### config.mk
export PLATFORM = sky130hd
export DESIGN_NAME = arduino_serial_tx
export DESIGN_NICKNAME = d
export VERILOG_FILES = /design/src/rtl/arduino_serial_tx_pkg.sv /design/src/rtl/arduino_code_fifo.sv /design/src/rtl/arduino_serial_tx.sv
export SDC_FILE = /design/constraint.sdc
export NUM_CORES = 1
export LEC_CHECK = 0
export BUFFER_PORTS_ARGS = -buffer_cell sky130_fd_sc_hd__buf_2
export CELL_PAD_IN_SITES_DETAIL_PLACEMENT = 0
export CELL_PAD_IN_SITES_GLOBAL_PLACEMENT = 1
export CORE_AREA = 3 3 94 96
export CTS_CLUSTER_DIAMETER = 80
export DETAILED_ROUTE_END_ITERATION = 6
export DIE_AREA = 0 0 97 99
export PLACE_DENSITY = 0.57
export SLEW_MARGIN = 20
export SYNTH_ARGS = -nofsm -noshare
export SYNTH_HDL_FRONTEND = slang
export SYNTH_SLANG_ARGS = --single-unit
export TNS_END_PERCENT = 5
### constraint.sdc
create_clock -name clock -period 7.3 [get_ports clock]
set_input_delay 1.095 -clock clock [delete_from_list [all_inputs] [get_ports clock]]
set_output_delay 1.095 -clock clock [all_outputs]
set_load 0.02 [all_outputs]
### src/rtl/arduino_serial_tx_pkg.sv
// Shared types and constants for the Arduino note-code serial transmitter.
// Holds the FSM state type, the frame header, the default baud divider and
// FIFO depth, the frame payload struct and a helper that assembles it.
package arduino_serial_tx_pkg;

  localparam int unsigned CODE_W         = 3;
  localparam int unsigned CNT_W          = 16;
  localparam int unsigned BIT_W          = 3;
  localparam int unsigned DEF_BAUD_DIV   = 5208;
  localparam int unsigned DEF_FIFO_DEPTH = 4;

  localparam logic [3:0] FRAME_HEADER = 4'b1010;

  typedef enum logic [1:0] {
    IDLE  = 2'd0,
    START = 2'd1,
    DATA  = 2'd2,
    STOP  = 2'd3
  } tx_state_t;

  // Transmitted byte; bit 0 (code LSB) goes out first.
  typedef struct packed {
    logic [3:0]        header;
    logic              pad;
    logic [CODE_W-1:0] code;
  } frame_t;

  function automatic frame_t make_frame(input logic [CODE_W-1:0] code);
    frame_t f;
    f.header = FRAME_HEADER;
    f.pad    = 1'b0;
    f.code   = code;
    return f;
  endfunction

endpackage

### src/rtl/arduino_code_fifo.sv
// Small synchronous FIFO buffering 3-bit note codes ahead of the UART.
// Ports:
//   clock, reset   system clock, asynchronous active-high reset
//   push, wr_data  write request and data (ignored when full unless popping)
//   pop            read request (ignored when empty)
//   rd_data_c      head-of-queue data (show-ahead, combinational from storage)
//   full, empty    registered occupancy flags
//   empty_nxt_c    occupancy flag as it will be after this edge
module arduino_code_fifo
  import arduino_serial_tx_pkg::*;
#(
  parameter int unsigned DEPTH = DEF_FIFO_DEPTH
) (
  input  logic              clock,
  input  logic              reset,
  input  logic              push,
  input  logic              pop,
  input  logic [CODE_W-1:0] wr_data,
  output logic [CODE_W-1:0] rd_data_c,
  output logic              full,
  output logic              empty,
  output logic              empty_nxt_c
);

  localparam int unsigned PTR_W = $clog2(DEPTH);
  localparam int unsigned OCC_W = PTR_W + 1;

  logic [CODE_W-1:0] mem [DEPTH];
  logic [PTR_W-1:0]  wr_ptr, rd_ptr;
  logic [OCC_W-1:0]  count, count_nxt;
  logic              push_ok, pop_ok;

  // A pop in the same cycle frees the slot a full-FIFO push needs.
  assign pop_ok  = pop & ~empty;
  assign push_ok = push & (~full | pop_ok);

  always_comb begin
    count_nxt = count;
    case ({push_ok, pop_ok})
      2'b10:   count_nxt = count + OCC_W'(1);
      2'b01:   count_nxt = count - OCC_W'(1);
      default: count_nxt = count;
    endcase
  end

  assign empty_nxt_c = (count_nxt == '0);
  assign rd_data_c   = mem[rd_ptr];

  // Pointers and flags; depth is a power of two so pointers wrap naturally.
  always_ff @(posedge clock or posedge reset) begin
    if (reset) begin
      wr_ptr <= '0;
      rd_ptr <= '0;
      count  <= '0;
      full   <= 1'b0;
      empty  <= 1'b1;
    end else begin
      if (push_ok) wr_ptr <= wr_ptr + PTR_W'(1);
      if (pop_ok)  rd_ptr <= rd_ptr + PTR_W'(1);
      count <= count_nxt;
      full  <= (count_nxt == OCC_W'(DEPTH));
      empty <= empty_nxt_c;
    end
  end

  // Storage needs no reset: the empty flag guards every read.
  always_ff @(posedge clock) begin
    if (push_ok) mem[wr_ptr] <= wr_data;
  end

endmodule

### src/rtl/arduino_serial_tx.sv
// Sends each change of the note code to an Arduino as an 8N1 frame carrying
// {1010, 0, code}. Changes are queued in a small FIFO and frames go out
// back-to-back; a change arriving with the queue full is dropped.
// Ports:
//   clock, reset  system clock, asynchronous active-high reset
//   codigo        note code (000 = no note)
//   enable        capture enable for codigo
//   tx            serial line, idle high (registered)
//   ocupado       frame in flight or codes queued (registered)
//   overflow      one-cycle pulse when a code is dropped (registered)
module arduino_serial_tx
  import arduino_serial_tx_pkg::*;
#(
  parameter int unsigned BAUD_DIV   = DEF_BAUD_DIV,
  parameter int unsigned FIFO_DEPTH = DEF_FIFO_DEPTH
) (
  input  logic              clock,
  input  logic              reset,
  input  logic [CODE_W-1:0] codigo,
  input  logic              enable,
  output logic              tx,
  output logic              ocupado,
  output logic              overflow
);

  localparam logic [CNT_W-1:0] BAUD_RELOAD = CNT_W'(BAUD_DIV - 1);
  localparam logic [BIT_W-1:0] LAST_BIT    = BIT_W'(7);

  tx_state_t         state, state_nxt;
  logic [CODE_W-1:0] ultimo;
  logic [CNT_W-1:0]  baud_cnt, baud_cnt_nxt;
  logic [BIT_W-1:0]  bit_idx, bit_idx_nxt;
  frame_t            frame_q, frame_nxt;
  logic              tx_nxt;
  logic              change, pop;
  logic              fifo_full, fifo_empty, fifo_empty_nxt;
  logic [CODE_W-1:0] fifo_data;

  assign change = enable & (codigo != ultimo);

  arduino_code_fifo #(
    .DEPTH (FIFO_DEPTH)
  ) u_fifo (
    .clock       (clock),
    .reset       (reset),
    .push        (change),
    .pop         (pop),
    .wr_data     (codigo),
    .rd_data_c   (fifo_data),
    .full        (fifo_full),
    .empty       (fifo_empty),
    .empty_nxt_c (fifo_empty_nxt)
  );

  // Next-state and bit timing; tx is computed one edge ahead so it can be registered.
  always_comb begin
    state_nxt    = state;
    baud_cnt_nxt = baud_cnt;
    bit_idx_nxt  = bit_idx;
    frame_nxt    = frame_q;
    tx_nxt       = tx;
    pop          = 1'b0;
    case (state)
      IDLE: begin
        tx_nxt = 1'b1;
        if (!fifo_empty) begin
          pop          = 1'b1;
          state_nxt    = START;
          baud_cnt_nxt = BAUD_RELOAD;
          frame_nxt    = make_frame(fifo_data);
          tx_nxt       = 1'b0;
        end
      end
      START: begin
        if (baud_cnt == '0) begin
          state_nxt    = DATA;
          baud_cnt_nxt = BAUD_RELOAD;
          bit_idx_nxt  = '0;
          tx_nxt       = frame_q[0];
        end else begin
          baud_cnt_nxt = baud_cnt - CNT_W'(1);
        end
      end
      DATA: begin
        if (baud_cnt == '0) begin
          baud_cnt_nxt = BAUD_RELOAD;
          if (bit_idx == LAST_BIT) begin
            state_nxt = STOP;
            tx_nxt    = 1'b1;
          end else begin
            bit_idx_nxt = bit_idx + BIT_W'(1);
            tx_nxt      = frame_q[bit_idx_nxt];
          end
        end else begin
          baud_cnt_nxt = baud_cnt - CNT_W'(1);
        end
      end
      STOP: begin
        if (baud_cnt == '0) begin
          // Chain straight into the next start bit when a code is waiting.
          if (!fifo_empty) begin
            pop          = 1'b1;
            state_nxt    = START;
            baud_cnt_nxt = BAUD_RELOAD;
            frame_nxt    = make_frame(fifo_data);
            tx_nxt       = 1'b0;
          end else begin
            state_nxt = IDLE;
            tx_nxt    = 1'b1;
          end
        end else begin
          baud_cnt_nxt = baud_cnt - CNT_W'(1);
        end
      end
      default: begin
        state_nxt = IDLE;
        tx_nxt    = 1'b1;
      end
    endcase
  end

  // State, datapath and output registers.
  always_ff @(posedge clock or posedge reset) begin
    if (reset) begin
      state    <= IDLE;
      baud_cnt <= '0;
      bit_idx  <= '0;
      frame_q  <= '0;
      ultimo   <= '0;
      tx       <= 1'b1;
      ocupado  <= 1'b0;
      overflow <= 1'b0;
    end else begin
      state    <= state_nxt;
      baud_cnt <= baud_cnt_nxt;
      bit_idx  <= bit_idx_nxt;
      frame_q  <= frame_nxt;
      tx       <= tx_nxt;
      if (enable) ultimo <= codigo;
      ocupado  <= (state_nxt != IDLE) | ~fifo_empty_nxt;
      overflow <= change & fifo_full & ~pop;
    end
  end

endmodule

==> results.toml, run 1 <==
[outcome]
outcome = "completed"

[synth]
post-synth-top-area-cell = "sky130_fd_sc_hd__dfrtp_1"
synthDistinctLibCells = 55
post_synthesis_net_count = 270
async_reset_ff_share_pct = 76.9
synth.yosys.warnings = 0
yosys_register_bits = 52
syn-mean-instance-area_um2 = 11.3
post_synth_main_area_contributors = "sky130_fd_sc_hd__dfrtp_1 34%, sky130_fd_sc_hd__edfxtp_1 13%, sky130_fd_sc_hd__ha_1 5.8%"
syn_area_um2 = 2820
yosys.area.top_type_share_pct = 33.7
seq_area_frac_synth_pct = 48.4
edff_count_synth = 12
synth_ff_type = "sky130_fd_sc_hd__dfrtp_1"
post_synth_inst_count = 250

[floorplanning]
area_enclosed_by_the_die_boundary_um2 = 9600
fp.coreArea_um2 = 8130
ios = 9
die_y_um = 99
start_util_pct = 34.6
rows = 33
die_w_um = 97

[finish]
most_used_cells_in_the_layout_excluding_fill_and_tap_cells = "38 x sky130_fd_sc_hd__dfrtp_1, 22 x sky130_fd_sc_hd__nor2_1, 15 x sky130_fd_sc_hd__inv_1"
layout-drive-gt1-share_pct = 14.9
final-instance-count-excl-fill = 366
fillCellCount = 791
design.final.nets = 280
ff_latch_area_um2 = 1360
total_inserted_antenna_cells = 0
multiInputGateArea_um2 = 1360
syn2layout_area_growth_pct = 8.39
mostFrequentLayoutCell = "sky130_fd_sc_hd__dfrtp_1"

[route]
post_drt_via_cell_ratio = 5.19
first_pass_iters = 4
antenna_left = 0
drt_iter0_markers = 157
num_vias = 1899
totalWireLength_mm = 5.78
wire_per_inst_um = 15.8
drt_drc_violations_left = 0

[placement]
post-place-cells = 358
hpwl_mm = 4.05
port_buffers = 8
gp_congestion = 0.719

[timing]
slew-limit-headroom_pct = 54.4
final.setup.tns_ns = 0
fmaxAchievable_mhz = 274
period_minus_slack_ns = 3.65
final-hold-violation-count = 0
final-setup-viol-count = 0
hold_ws_ns = 0.477
fin_crit_sh_pct = 50.0
worst_pin_slew_ns = 0.684
slew_viol_final = 0
finClkSkew_ns = 0.00668
rsz0062_at_grt = "no"

[power]
combinationalPowerShare_pct = 41.8
power_leakage_uw = 0.00121
switching_share_pct = 41.4
powerDensity_nw_per_um2 = 370
internal_power_uw = 663
seq_power_share_pct = 42.7
total_chip_power_uw = 1130
power_switching_uw = 468
ir_worst_vdd_v = 0.000160
share_clk_of_total_power_pct = 15.6

[clock_tree]
post_cts_hold_buffer_count = 0
max_h_tree_level = 2
clock_path_buffers = 2
clkTransAtPathRegs_ns = 0.10
clkSinkCount = 52
cts_buffers = 5
cts_tree = "done"
source_to_sink_clock_delay_at_the_later_pin_of_the_worst_skew_pair_ns = 0.31
cts-resized-gates = 0
postCtsSetupBuffers = 0
cts.root.buffer_cell = "sky130_fd_sc_hd__clkbuf_8"

[global_route]
antenna_found_initial = 0
first_global_vias = 1979
globalRouteTotalUtil_pct = 13.2
maximum_number_of_pins_on_one_net_before_global_route_repair = 41
grt_first_pass_wirelength_mm = 10.3
gr-total-overflow = 0

[hold_path]
worstHoldPathType = "reg -> reg"

[setup_path]
worstSetupEndpoint = "ocupado$_DFF_PP0_"
crit_path_start = "baud_cnt[0]$_DFF_PP0_"
crit_path_max_fanout = 10
reg2reg_from = "baud_cnt[0]$_DFF_PP0_"
worstSetupEndpointType = "flop"
timing.critical_path.arrival_ns = 3.84
critical_path_class = "reg -> reg"
reg2regPathDepth = 14
worst_setup_slack_for_register_to_register_paths_ns = 3.65
endpoint_of_the_worst_register_to_register_path = "ocupado$_DFF_PP0_"
crit_required_ns = 7.49
setup.worst_path.start_class = "flop"

[job]
drv.max_cap_violation_count = 0
kinds of logic (layout without fill, tap and decap cells):
| kind of cell | count (synthesis) | count (layout) | synth area share, % |
|---|---|---|---|
| mux | 11 | 11 | 5.55 |
| flops | 52 | 52 | 48.4 |
| simple gates | 83 | 83 | 16.8 |
| compound gates | 58 | 58 | 16.2 |
| xor+xnor | 10 | 10 | 3.11 |
| buf+inv | 22 | 33 | 3.51 |
| fa+ha+maj | 14 | 14 | 6.48 |
power by group through the flow:
| stage | clock network, uW | registers [uW] | logic [uW] |
|---|---|---|---|
| finish | 176 | 483 | 473 |
| global route | 198 | 501 | 548 |
| CTS | 186 | 485 | 481 |
| detailed placement | 0 | 491 | 479 |
| global placement | 0 | 490 | 484 |
| floorplan | 0 | 460 | 397 |
layer usage:
layer  GRT usage, %  vias up  routed length, um
met5              0        -                  0
met4           3.89        0                 79
met3           2.19        4                161
met2           18.8       27               2590
met1           20.4      926               2950
li1               -      942                  -
synthesized netlist by cell type, drive strengths merged, types with 4 or more instances:
| cell | number |
|---|---|
| nor4 | 4 |
| a22o | 6 |
| dfrtp | 38 |
| nor2 | 22 |
| nand2 | 13 |
| a31oi | 7 |
| o22a | 4 |
| inv | 16 |
| xor2 | 7 |
| and2 | 4 |
| a21oi | 10 |
| nor3 | 18 |
| edfxtp | 12 |
| mux2 | 7 |
| o21ai | 11 |
| ha | 13 |
| nand3 | 7 |
| or3 | 4 |
stage by stage:
| stage | setup slack, ns | util (%) | area (um2) |
|---|---|---|---|
| after floorplan | 3.90 | - | 2820 |
| after global placement | 3.58 | 36.4 | 2960 |
| after detailed placement | 3.55 | 36.4 | 2960 |
| after CTS | 3.61 | 37.5 | 3050 |
| after global routing | 3.30 | 37.5 | 3050 |
| final | 3.65 | 37.5 | 3050 |
layout make-up:
cell class	count	area share, %
Clock buffer	5	2.25
Clock inverter	3	0.901
Inverter	16	1.97
Multi-Input combinational cell	176	44.4
Sequential cell	52	44.7
Tap cell	105	4.30
Timing Repair Buffer	9	1.56
worst min path at each step:
stage / endpoint / depth (start not counted) / from
floorplan: frame_q[5]$_DFFE_PP0P_ / 1 / frame_q[5]$_DFFE_PP0P_
global placement: u_fifo.count[0]$_DFF_PP0_ / 1 / u_fifo.count[0]$_DFF_PP0_
detailed placement: u_fifo.count[0]$_DFF_PP0_ / 1 / u_fifo.count[0]$_DFF_PP0_
CTS: u_fifo.count[0]$_DFF_PP0_ / 1 / u_fifo.count[0]$_DFF_PP0_
global route: u_fifo.count[0]$_DFF_PP0_ / 1 / u_fifo.count[0]$_DFF_PP0_
finish: u_fifo.count[0]$_DFF_PP0_ / 1 / u_fifo.count[0]$_DFF_PP0_
registers in the layout, summed over array words and instances (netlist names):
register       cells
baud_cnt          16
u_fifo.count       3
bit_idx            3
tx                 1
state              2
overflow           1
ultimo             3
frame_q            4
u_fifo.rd_ptr      2
ocupado            1
u_fifo.full        1
u_fifo.empty       1
u_fifo.wr_ptr      2
u_fifo.mem        12
critical path, cell delays in order, from the launching register on:
cell,delay (ns)
sky130_fd_sc_hd__dfrtp_1,0.45
sky130_fd_sc_hd__inv_1,0.08
sky130_fd_sc_hd__ha_1,0.22
sky130_fd_sc_hd__nor2b_1,0.28
sky130_fd_sc_hd__and4_1,0.53
sky130_fd_sc_hd__nand4_1,0.26
sky130_fd_sc_hd__a31oi_4,0.32
sky130_fd_sc_hd__inv_1,0.07
sky130_fd_sc_hd__ha_1,0.21
sky130_fd_sc_hd__inv_1,0.08
sky130_fd_sc_hd__fa_1,0.18
sky130_fd_sc_hd__xor2_1,0.13
sky130_fd_sc_hd__nor2_1,0.06
sky130_fd_sc_hd__xor2_1,0.17
sky130_fd_sc_hd__or4_1,0.50
(Power assumes the default switching activity.)
==> run 2, diff against run 1 <==
--- a/config.mk
+++ b/config.mk
@@ -12,7 +12,7 @@
 export CTS_CLUSTER_DIAMETER = 80
 export DETAILED_ROUTE_END_ITERATION = 6
 export DIE_AREA = 0 0 97 99
-export PLACE_DENSITY = 0.57
+export PLACE_DENSITY = 0.59
 export SLEW_MARGIN = 20
 export SYNTH_ARGS = -nofsm -noshare
 export SYNTH_HDL_FRONTEND = slang
==> constraint.sdc (replaced) <==
create_clock -name clock -period 3.05 [get_ports clock]
set_input_delay 0.4575 -clock clock [delete_from_list [all_inputs] [get_ports clock]]
set_output_delay 0.4575 -clock clock [all_outputs]
set_load 0.02 [all_outputs]
==> run 2 against run 1 <==
Largest power group is now combinational cells. Clock power is 140% higher. Via count is 6.4% higher. Sequential share of layout area is 3.4 points lower. Register-to-register slack worse by 3.5 ns. Setup slack worse by 3.5 ns. Maximum frequency is 25% higher. Design area is 8.2% higher. Wire length is 4.0% higher.
==> results.toml, run 2 (synthesis gave the netlist of run 1 again) <==
[timing]
fmaxAchievable_mhz = 343
fin_crit_sh_pct = 95.6
final-setup-viol-count = 0
final-hold-violation-count = 0
worst_pin_slew_ns = 0.853
slew_viol_final = 0
finClkSkew_ns = 0.0122
period_minus_slack_ns = 2.92
hold_ws_ns = 0.187
rsz0062_at_grt = "yes"
slew-limit-headroom_pct = 42.8
post-route-worst-setup-slack_ns = 0.133

[setup_path]
worstSetupEndpointType = "flop"
reg2regPathDepth = 12
reg2reg_from = "baud_cnt[0]$_DFF_PP0_"
endpoint_of_the_worst_register_to_register_path = "ocupado$_DFF_PP0_"
critical_path_class = "reg -> reg"
timing.critical_path.arrival_ns = 3.10
crit_required_ns = 3.24
crit_path_max_fanout = 3
setup.worst_path.start_class = "flop"
worst_setup_slack_for_register_to_register_paths_ns = 0.13

[finish]
most_used_cells_in_the_layout_excluding_fill_and_tap_cells = "38 x sky130_fd_sc_hd__dfrtp_1, 30 x sky130_fd_sc_hd__buf_4, 21 x sky130_fd_sc_hd__nor2_1"
largest_reg_flops = 16
max_flop_register = "baud_cnt"
design.final.nets = 309
layout-drive-gt1-share_pct = 26.2
syn2layout_area_growth_pct = 17.2
final-instance-count-excl-fill = 395
layout_top_registers = "baud_cnt (16), u_fifo.mem (12), frame_q (4)"
multiInputGateArea_um2 = 1390
mostFrequentLayoutCell = "sky130_fd_sc_hd__dfrtp_1"
total_inserted_antenna_cells = 0
final_core_util_pct = 40.6
ff_latch_area_um2 = 1360
fillCellCount = 818

[clock_tree]
clkTransAtPathRegs_ns = 0.11
source_to_sink_clock_delay_at_the_later_pin_of_the_worst_skew_pair_ns = 0.32
clock_path_buffers = 2
clkSinkCount = 52
cts_buffers = 5
cts.root.buffer_cell = "sky130_fd_sc_hd__clkbuf_8"
cts_tree = "done"
post_cts_hold_buffer_count = 0
max_h_tree_level = 2

[route]
drt_iter0_markers = 86
antenna_left = 0
wire_per_inst_um = 15.2
post_drt_via_cell_ratio = 5.12
num_vias = 2021
drt_drc_violations_left = 0
first_pass_iters = 4
totalWireLength_mm = 6.01

[power]
internal_power_uw = 1790
power_leakage_uw = 0.00135
total_chip_power_uw = 2980
powerDensity_nw_per_um2 = 903
seq_power_share_pct = 36.4
switching_share_pct = 40.1
share_clk_of_total_power_pct = 14.3
power_switching_uw = 1200
combinationalPowerShare_pct = 49.3
ir_worst_vdd_v = 0.000274

[global_route]
maximum_number_of_pins_on_one_net_before_global_route_repair = 24
globalRouteTotalUtil_pct = 13.4
first_global_vias = 2042
grt_first_pass_wirelength_mm = 10.4
gr-total-overflow = 0
antenna_found_initial = 0

[floorplanning]
area_enclosed_by_the_die_boundary_um2 = 9600
fp.coreArea_um2 = 8130
rows = 33
die_w_um = 97
die_y_um = 99
start_util_pct = 34.6
ios = 9

[placement]
port_buffers = 8
hpwl_mm = 4.34
gp_congestion = 0.744
post-place-cells = 380
detailedPlace.worstSlack_ns = 0.0592

[job]
drv.max_cap_violation_count = 0

[outcome]
outcome = "completed"

[hold_path]
worstHoldPathType = "in -> async"
==> run 2: area by class of cell <==
cell class,count,area share [%]
inverters,16,1.82
clock inverters,3,0.795
flip-flops and latches,52,41.3
clock buffers,5,2.08
multi-input cells,176,42.0
repair buffers,38,8.03
well taps,105,3.98
==> run 2: stage by stage <==
step | TNS, ns | area (um2)
final | 0 | 3300
after global routing | -0.0303 | 3300
after CTS | 0 | 3230
after detailed placement | 0 | 3140
after global placement | 0 | 3140
after floorplan | 0 | 2830
==> run 2: critical path, stage by stage (launching register included) <==
cell,delay [ns]
sky130_fd_sc_hd__dfrtp_1,0.40
sky130_fd_sc_hd__inv_1,0.06
sky130_fd_sc_hd__ha_2,0.17
sky130_fd_sc_hd__nor2b_4,0.14
sky130_fd_sc_hd__and4_4,0.24
sky130_fd_sc_hd__a31oi_1,0.11
sky130_fd_sc_hd__nor2_1,0.20
sky130_fd_sc_hd__ha_2,0.22
sky130_fd_sc_hd__inv_2,0.04
sky130_fd_sc_hd__fa_2,0.53
sky130_fd_sc_hd__nor3b_1,0.19
sky130_fd_sc_hd__a31oi_1,0.09
sky130_fd_sc_hd__or4_1,0.41
==> run 2: how the worst max path moves through the flow <==
stage | start | to | slack, ns | depth (start not counted)
finish | baud_cnt[0]$_DFF_PP0_ | ocupado$_DFF_PP0_ | 0.13 | 12
global placement | baud_cnt[1]$_DFF_PP0_ | ocupado$_DFF_PP0_ | 0.1 | 13
floorplan | baud_cnt[0]$_DFF_PP0_ | ocupado$_DFF_PP0_ | 0.007 | 14
global route | baud_cnt[0]$_DFF_PP0_ | ocupado$_DFF_PP0_ | -0.03 | 14
CTS | baud_cnt[1]$_DFF_PP0_ | ocupado$_DFF_PP0_ | 0.02 | 13
detailed placement | baud_cnt[1]$_DFF_PP0_ | ocupado$_DFF_PP0_ | 0.06 | 13
==> run 2: repair_timing <==
item / CTS / global route
buffers inserted: 0 / 7
gates resized for setup: 0 / 5
setup endpoints to repair: 0 / 2
==> run 2: layer usage <==
| metal | share of wire, % | up-vias | GRT usage [%] |
|---|---|---|---|
| met1 | 51 | 987 | 19.8 |
| li1 | - | 1002 | - |
| met5 | 0 | - | 0 |
| met2 | 45 | 27 | 20.6 |
| met3 | 3.6 | 5 | 2.19 |
| met4 | 1.1 | 0 | 3.56 |
==> run 2: power by group through the flow <==
stage | sequential (uW) | clock, uW | combinational [uW]
2_1_floorplan | 1100 | 0 | 963
3_3_place_gp | 1100 | 0 | 1410
3_5_place_dp | 1100 | 0 | 1420
4_1_cts | 1090 | 443 | 1420
5_1_grt | 1120 | 472 | 1670
6_report | 1090 | 426 | 1470
==> run 3, diff against run 2 <==
--- a/config.mk
+++ b/config.mk
@@ -12,7 +12,7 @@
 export CTS_CLUSTER_DIAMETER = 80
 export DETAILED_ROUTE_END_ITERATION = 6
 export DIE_AREA = 0 0 97 99
-export PLACE_DENSITY = 0.59
+export PLACE_DENSITY = 0.57
 export SLEW_MARGIN = 20
 export SYNTH_ARGS = -nofsm -noshare
 export SYNTH_HDL_FRONTEND = slang
==> constraint.sdc (replaced) <==
create_clock -name clock -period 3.6 [get_ports clock]
set_input_delay 0.54 -clock clock [delete_from_list [all_inputs] [get_ports clock]]
set_output_delay 0.54 -clock clock [all_outputs]
set_load 0.02 [all_outputs]
==> run 3 against run 2 <==
Global-route usage decreased by 0.22 points. Maximum frequency is 11% lower. Combinational power decreased by 31%. Critical endpoint unchanged. Largest power group unchanged.
==> results.toml, run 3 (synthesis gave the netlist of run 1 again) <==
[hold_path]
worstHoldPathType = "in -> async"

[setup_path]
crit_path_max_fanout = 6
setup.worst_path.start_class = "flop"
worstSetupEndpointType = "flop"
crit_required_ns = 3.79
timing.critical_path.arrival_ns = 3.48
critical_path_class = "reg -> reg"

[finish]
fillCellCount = 798
most_used_cells_in_the_layout_excluding_fill_and_tap_cells = "38 x sky130_fd_sc_hd__dfrtp_1, 22 x sky130_fd_sc_hd__nor2_1, 15 x sky130_fd_sc_hd__inv_1"
layout_top_registers = "baud_cnt (16), u_fifo.mem (12), frame_q (4)"
ff_latch_area_um2 = 1360
final_core_util_pct = 38.1
max_flop_register = "baud_cnt"
layout-drive-gt1-share_pct = 17.2
total_inserted_antenna_cells = 0
largest_reg_flops = 16
design.final.nets = 286
multiInputGateArea_um2 = 1360
mostFrequentLayoutCell = "sky130_fd_sc_hd__dfrtp_1"
syn2layout_area_growth_pct = 10.1

[timing]
final-hold-violation-count = 0
fin_crit_sh_pct = 91.3
period_minus_slack_ns = 3.29
final.setup.tns_ns = 0
finClkSkew_ns = 0.0103
slew_viol_final = 0
fmaxAchievable_mhz = 304
worst_pin_slew_ns = 0.667
rsz0062_at_grt = "no"
final-setup-viol-count = 0
slew-limit-headroom_pct = 55.5

[global_route]
gr-total-overflow = 0
maximum_number_of_pins_on_one_net_before_global_route_repair = 41
globalRouteTotalUtil_pct = 13.2
first_global_vias = 1957
grt_first_pass_wirelength_mm = 10.3
antenna_found_initial = 0

[route]
num_vias = 1913
post_drt_via_cell_ratio = 5.14
drt_iter0_markers = 105
wire_per_inst_um = 15.5
antenna_left = 0
first_pass_iters = 4
totalWireLength_mm = 5.77
drt_drc_violations_left = 0

[job]
drv.max_cap_violation_count = 0

[clock_tree]
post_cts_hold_buffer_count = 0
clock_path_buffers = 2
cts.root.buffer_cell = "sky130_fd_sc_hd__clkbuf_8"
clkTransAtPathRegs_ns = 0.11
cts_buffers = 5
source_to_sink_clock_delay_at_the_later_pin_of_the_worst_skew_pair_ns = 0.32
clkSinkCount = 52
cts_tree = "done"
max_h_tree_level = 2

[placement]
port_buffers = 8
gp_congestion = 0.741
hpwl_mm = 4.13

[outcome]
outcome = "completed"

[floorplanning]
die_y_um = 99
area_enclosed_by_the_die_boundary_um2 = 9600
fp.coreArea_um2 = 8130
ios = 9
start_util_pct = 34.6
die_w_um = 97
rows = 33

[power]
internal_power_uw = 1380
power_switching_uw = 974
powerDensity_nw_per_um2 = 759
combinationalPowerShare_pct = 42.9
switching_share_pct = 41.4
seq_power_share_pct = 41.3
ir_worst_vdd_v = 0.000268
power_leakage_uw = 0.00124
share_clk_of_total_power_pct = 15.8
run 3: layout make-up:
cell class | instances | area share, %
inverter | 16 | 1.94
sequential | 52 | 44.0
multi-input combinational | 176 | 43.7
clock buffer | 5 | 2.22
timing repair buffer | 15 | 2.98
clock inverter | 3 | 0.927
tap | 105 | 4.23
run 3: power by group through the flow:
stage / Combinational (uW) / Sequential, uW / Clock (uW)
floorplan: 806 / 933 / 0
detailed placement: 1010 / 988 / 0
global placement: 1020 / 985 / 0
finish: 1010 / 973 / 372
CTS: 1020 / 976 / 390
global route: 1150 / 1010 / 410
run 3: final timing paths:
check	start	endpoint	slack, ns	depth (start not counted)
worst min register to register	u_fifo.count[0]$_DFF_PP0_	u_fifo.count[0]$_DFF_PP0_	0.48	1
min in group clock	codigo[2]	u_fifo.mem[0][2]$_DFFE_PP_	0.48	1
worst max register to register	baud_cnt[0]$_DFF_PP0_	ocupado$_DFF_PP0_	0.31	13
worst max-delay path	baud_cnt[0]$_DFF_PP0_	ocupado$_DFF_PP0_	0.31	13
worst min-delay path	reset	baud_cnt[6]$_DFF_PP0_	0.34	3
max in group asynchronous	reset	tx$_DFFE_PP1P_	2.89	3
run 3: routing by layer:
metal	wire [um]	track usage [%]	share of wire, %	vias to the layer above
met2	2570	19.8	45	13
li1	-	-	-	961
met5	0	0	0	-
met3	98	2.12	1.7	5
met4	76	4.00	1.3	0
met1	3020	19.7	52	934
run 3: critical path, stage by stage, from the launching register on:
cell and delay, ns:
sky130_fd_sc_hd__dfrtp_1 0.44, sky130_fd_sc_hd__inv_1 0.08, sky130_fd_sc_hd__ha_1 0.23, sky130_fd_sc_hd__nor2b_2 0.23, sky130_fd_sc_hd__and4_1 0.26, sky130_fd_sc_hd__a31oi_1 0.13
sky130_fd_sc_hd__nor2_1 0.20, sky130_fd_sc_hd__ha_1 0.22, sky130_fd_sc_hd__inv_1 0.07, sky130_fd_sc_hd__fa_1 0.41, sky130_fd_sc_hd__xor2_1 0.17, sky130_fd_sc_hd__nor2_1 0.12
sky130_fd_sc_hd__xor2_1 0.12, sky130_fd_sc_hd__or4_1 0.50
run 3: per-stage QoR:
| step | power, uW | instance area [um2] | setup WS [ns] | cells | hold slack, ns |
|---|---|---|---|---|---|
| floorplan | 1740 | 2820 | 0.436 | 250 | 0.434 |
| global placement | 2000 | 3000 | 0.312 | 363 | 0.461 |
| detailed placement | 2000 | 3000 | 0.198 | 363 | 0.470 |
| CTS | 2390 | 3090 | 0.171 | 371 | 0.354 |
| global route | 2580 | 3100 | 0.0335 | 372 | 0.384 |
| finish | 2350 | 3100 | 0.314 | 372 | 0.336 |
run 3: what timing repair did:
item	4_1_cts	5_1_grt
setup endpoints to repair	0	1
endpoints found under the hold margin	0	0
gates resized for setup	0	1
setup buffers	0	1
